### src/rtl/clock_switch_sequencer.sv
// Sequences a glitch-safe crypto-clock source change: gate off, retarget and wait for lock, gate on.
// Request handshake is valid/ready; ready only in IDLE, offers outside IDLE are dropped.
module clock_switch_sequencer #(
    parameter int GATE_CYCLES   = 4,
    parameter int SETTLE_CYCLES = 64,
    parameter int LOCK_TIMEOUT  = 1024
) (
    input  logic       usb_clk,
    input  logic       reset_n,
    input  logic       req_valid,
    input  logic [4:0] req_clock_reg,
    output logic       req_ready,
    input  logic       pll_locked,
    input  logic       err_clear,
    output logic [4:0] O_clock_reg,
    output logic       busy,
    output logic       done_pulse,
    output logic       timeout_err
);

    typedef enum logic [2:0] {
        IDLE     = 3'd0,
        GATE_OFF = 3'd1,
        SETTLE   = 3'd2,
        GATE_ON  = 3'd3,
        DONE     = 3'd4
    } state_t;

    localparam logic [7:0]  GATE_LAST = 8'(GATE_CYCLES - 1);
    localparam logic [15:0] SETTLE_N  = 16'(SETTLE_CYCLES);
    localparam logic [15:0] TMO_N     = 16'(LOCK_TIMEOUT);

    state_t      state;
    state_t      state_nxt;
    logic [4:0]  target;
    logic [4:0]  prev;
    logic [7:0]  gate_cnt;
    logic [15:0] lock_cnt;
    logic [15:0] tmo_cnt;

    logic        accept;
    logic        gate_done;
    logic        src_ok;
    logic [15:0] lock_nxt;
    logic [15:0] tmo_nxt;
    logic        lock_hit;
    logic        tmo_hit;
    logic        set_err;

    assign accept    = req_valid && (state == IDLE);
    assign gate_done = (gate_cnt == GATE_LAST);
    // The external 20-pin source has no PLL in its path, so treat it as always locked.
    assign src_ok    = pll_locked || (target[2:0] == 3'b101);
    assign lock_nxt  = !src_ok ? 16'd0 : ((lock_cnt == 16'hFFFF) ? lock_cnt : lock_cnt + 16'd1);
    assign tmo_nxt   = (tmo_cnt == 16'hFFFF) ? tmo_cnt : tmo_cnt + 16'd1;
    assign lock_hit  = (lock_nxt >= SETTLE_N);
    assign tmo_hit   = (tmo_nxt >= TMO_N);
    assign set_err   = (state == SETTLE) && !lock_hit && tmo_hit;

    always_ff @(posedge usb_clk) begin
        if (!reset_n) begin
            state <= IDLE;
        end else begin
            state <= state_nxt;
        end
    end

    always_comb begin
        state_nxt = state;
        case (state)
            IDLE: begin
                if (accept) begin
                    state_nxt = (req_clock_reg == O_clock_reg) ? DONE : GATE_OFF;
                end
            end
            GATE_OFF: begin
                if (gate_done) begin
                    state_nxt = SETTLE;
                end
            end
            SETTLE: begin
                if (lock_hit) begin
                    state_nxt = GATE_ON;
                end else if (tmo_hit) begin
                    state_nxt = DONE;
                end
            end
            GATE_ON: begin
                if (gate_done) begin
                    state_nxt = DONE;
                end
            end
            DONE: begin
                state_nxt = IDLE;
            end
            default: begin
                state_nxt = IDLE;
            end
        endcase
    end

    always_comb begin
        req_ready  = (state == IDLE);
        busy       = (state != IDLE);
        done_pulse = (state == DONE);
    end

    // O_clock_reg only moves on the edge that leaves a state, so the clocks block never sees a mid-state change.
    always_ff @(posedge usb_clk) begin
        if (!reset_n) begin
            O_clock_reg <= 5'b00000;
            target      <= 5'b00000;
            prev        <= 5'b00000;
            gate_cnt    <= 8'd0;
            lock_cnt    <= 16'd0;
            tmo_cnt     <= 16'd0;
            timeout_err <= 1'b0;
        end else begin
            timeout_err <= set_err || (timeout_err && !err_clear);
            case (state)
                IDLE: begin
                    gate_cnt <= 8'd0;
                    lock_cnt <= 16'd0;
                    tmo_cnt  <= 16'd0;
                    if (accept) begin
                        target <= req_clock_reg;
                        prev   <= O_clock_reg;
                        if (req_clock_reg != O_clock_reg) begin
                            O_clock_reg <= {2'b00, O_clock_reg[2:1], 1'b1};
                        end
                    end
                end
                GATE_OFF: begin
                    if (gate_done) begin
                        gate_cnt    <= 8'd0;
                        lock_cnt    <= 16'd0;
                        tmo_cnt     <= 16'd0;
                        O_clock_reg <= {2'b00, target[2:1], 1'b1};
                    end else begin
                        gate_cnt <= gate_cnt + 8'd1;
                    end
                end
                SETTLE: begin
                    lock_cnt <= lock_nxt;
                    tmo_cnt  <= tmo_nxt;
                    if (lock_hit) begin
                        gate_cnt <= 8'd0;
                    end else if (tmo_hit) begin
                        O_clock_reg <= prev;
                    end
                end
                GATE_ON: begin
                    if (gate_done) begin
                        O_clock_reg <= target;
                    end else begin
                        gate_cnt <= gate_cnt + 8'd1;
                    end
                end
                default: begin
                    gate_cnt <= 8'd0;
                end
            endcase
        end
    end

endmodule

### config.mk
export PLATFORM = sky130hd
export DESIGN_NAME = clock_switch_sequencer
export DESIGN_NICKNAME = d
export VERILOG_FILES = /design/src/rtl/clock_switch_sequencer.sv
export SDC_FILE = /design/constraint.sdc
export NUM_CORES = 1
export LEC_CHECK = 0
export BUFFER_PORTS_ARGS = -buffer_cell sky130_fd_sc_hd__buf_2
export CORE_MARGIN = 10
export CORE_UTILIZATION = 55
export CTS_CLUSTER_DIAMETER = 80
export DETAILED_ROUTE_END_ITERATION = 7
export PLACE_DENSITY = 0.81
export SLEW_MARGIN = 25
export SYNTH_ARGS = -nofsm -noshare
export SYNTH_HDL_FRONTEND = slang
export SYNTH_SLANG_ARGS = --single-unit
### constraint.sdc
create_clock -name usb_clk -period 3.25 [get_ports usb_clk]
set_input_delay 0.1625 -clock usb_clk [delete_from_list [all_inputs] [get_ports usb_clk]]
set_output_delay 0.1625 -clock usb_clk [all_outputs]
set_load 0.02 [all_outputs]
==> results.sh <==
export IMPL_flow_area_growth_from_synthesis_pct=9.05
export IMPL_hold_viol=0
export IMPL_largest_registers="lock_cnt: 16 flops, tmo_cnt: 16 flops, gate_cnt: 8 flops"
export IMPL_synth_xor_area_share_pct=3.58
export IMPL_reg2reg_to="O_clock_reg[1]"
export IMPL_synth_edff_count=0
export IMPL_cts_tree="built"
export IMPL_syn_inst=444
export IMPL_clockBufferDepth=2
export IMPL_wl_per_cell_um=16.6
export IMPL_setup_violations=0
export IMPL_hold_path_class="input port to register"
export IMPL_drt_iter0_drc=229
export IMPL_cp_required_ns=3.46
export IMPL_fin_crit_sh_pct=86.2
export IMPL_hpwl_mm=6.19
export IMPL_post_route_cell_area_mm2=0.00374
export IMPL_post_place_ws_ns=0.545
export IMPL_die_h_um=98.9
export IMPL_synth_mux_area_share_pct=1.10
export IMPL_cp_start_kind="register"
export IMPL_worst_setup_path_type="register to register"
export IMPL_grtUsageTotal_pct=17.4
export IMPL_diodes=0
export IMPL_yosys_area_share_simple_pct=29.9
export IMPL_route_met3_wl_um=534
export IMPL_max_freq_mhz=357
export IMPL_rsz0062_at_grt="false"
export IMPL_met1Wirelength_mm=3.91
export IMPL_grt_first_pass_wirelength_mm=14.6
export IMPL_ys_top_cells_by_count="dfxtp_1, nand2_1, nor2_1"
export IMPL_routed_wl_mm=8.78
export IMPL_final_cells=528
export IMPL_cp_arrival_ns=3.01
export IMPL_syn_area_per_cell_um2=7.72
export IMPL_fin_util_pct=62.4
export IMPL_first_global_vias=3184
export IMPL_critPathCaptureType="register"
export IMPL_coreArea_mm2=0.00599
export IMPL_min_period_ns=2.80
export IMPL_min_from="req_clock_reg[4]"
export IMPL_hold_buffers=0
export IMPL_nets=462
export IMPL_cts_sinks=59
export IMPL_worst_pin_slew_ns=0.734
export IMPL_synth_flop_cell="dfxtp_1"
export IMPL_worst_path_max_fanout=8
export IMPL_cp_cell_sequence="ha_1, and3_1, nand3_2, a311o_1, a2111oi_2, o2111ai_1, a222oi_1, nor3_1"
export IMPL_rrSetupSlack_ns=0.45
export IMPL_synth_warnings=0
export IMPL_synth_top_family_by_area="simple AND/OR/NAND/NOR gates"
export IMPL_chipWidth_um=98.9
export IMPL_cts_buffers_inserted=9
export IMPL_maxCapViolations=0
export IMPL_synth_most_common_cell="dfxtp_1"
export IMPL_pwr_density_cell_mw_per_mm2=661
export IMPL_wl_met2_mm=4.18
export IMPL_leakagePower_uw=0.00128
export IMPL_synth_seq_cells=59
export IMPL_finalWeightedCongestion=0.898
export IMPL_cts_root_buf="clkbuf_8"
export IMPL_rows=28
export IMPL_synth_top_area_share_pct=34.5
export IMPL_syn_area_mm2=0.00343
export IMPL_num_io_pins=19
export IMPL_htreeDepth=3
export IMPL_cts_setup_buffers=0
export IMPL_crit_slowest_cell="a311o_1"
export IMPL_ys_seq_area_share_pct=34.5
export IMPL_min_to="target[4]"
export IMPL_synth_area_leader_cell="dfxtp_1"
export IMPL_worstRegToRegCells=8
export IMPL_place_area_mm2=0.00351
export IMPL_slowest_delay_ns=0.43
export IMPL_vias=3401
export IMPL_syn_nets=457
export IMPL_finClkSkew_ns=0.00764
export IMPL_initial_utilization_pct=57.2
export IMPL_drcViolationCount=0
export IMPL_synth_area_leaders="dfxtp_1, a21oi_1, nand2_1"
export IMPL_vdd_drop_max_v=0.000515
export IMPL_port_buffers=18
export IMPL_vias_per_cell=6.44
export IMPL_async_flop_share_pct=0
export IMPL_dp_cells=513
export IMPL_hold_depth=3
export IMPL_clk_latency_ns=0.34
export IMPL_synth_compound_area_share_pct=24.7
export IMPL_grt_max_degree=33
export IMPL_timing_final_max_slew_violations=0
export IMPL_clkTransAtPathRegs_ns=0.07
export IMPL_synth_adder_area_share_pct=1.10
export IMPL_slew_headroom_pct=50.8
export IMPL_fin_ws_ns=0.450
export IMPL_synth_cell_types=69
export IMPL_top_layer="met4"
export IMPL_die_area_mm2=0.00979
export IMPL_tns_ns=0
export IMPL_timing_rr_start="lock_cnt[0]"
export IMPL_cts_resized=0
export IMPL_outcome="complete, no violations"
export IMPL_antenna_found_initial=0
export IMPL_grt_overflow=0
export IMPL_drive_above_1_share_pct=13.2
export IMPL_ant_nets=0
export IMPL_dr_pass1_iters=6
[final cells by class]
cell class,instances,area [um2]
Timing Repair Buffer,23,128
Fill cell,536,2250
Sequential cell,59,1180
Inverter,9,33.8
Multi-Input combinational cell,347,2080
Clock inverter,4,73.8
Tap cell,75,93.8
Clock buffer,11,151
[cells by family after synthesis]
| logic type | after synthesis |
|---|---|
| and+or+nand+nor | 198 |
| AOI/OAI and AO/OA | 129 |
| DFF | 59 |
| buffers and inverters | 38 |
| xor gates and xnor gates | 14 |
| muxes | 3 |
| adders and majority gates | 3 |
[how the worst max path moves through the flow]
stage | startpoint | to | slack, ns | cells after the start
floorplan | lock_cnt[0] | O_clock_reg[0] | 0.90 | 10
global placement | lock_cnt[0] | O_clock_reg[2] | 0.61 | 8
detailed placement | lock_cnt[0] | O_clock_reg[1] | 0.55 | 8
CTS | lock_cnt[0] | O_clock_reg[1] | 0.52 | 8
global route | lock_cnt[8] | O_clock_reg[2] | 0.30 | 7
finish | lock_cnt[0] | O_clock_reg[1] | 0.45 | 8
[worst max-delay path, delay by kind of cell, from the launching register on]
family	cells	cell delay, ns
flops	1	0.40
compound gates	4	1.45
fa+ha+maj	1	0.21
simple gates	3	0.60
[metrics by stage]
stage | hold WS, ns | total power, uW
2_1_floorplan | 0.298 | 1470
4_1_cts | 0.0678 | 2480
5_1_grt | 0.0742 | 2620
6_report | 0.0776 | 2470
3_3_place_gp | 0.423 | 1690
3_5_place_dp | 0.433 | 1710
[layout by cell type, fill, tap and decap left out, drive strengths merged, types with 10 or more instances in the layout]
cell type,n
nor3,20
dfxtp,59
clkbuf,11
a21oi,36
nand4,15
nor2,45
nand3,29
nand2,47
buf,23
a31oi,10
o21ai,33
[power by group]
group	internal (uW)	switching [uW]
Clock	469	295
Combinational	275	553
Sequential	793	84.9
Total	1540	933
[routing by layer]
layer	vias to the layer above	global-route usage, %
met1	1599	21.6
li1	1665	-
met3	21	4.61
met5	-	0
met2	116	28.4
met4	0	5.62
Power figures use the tool's default switching activity.
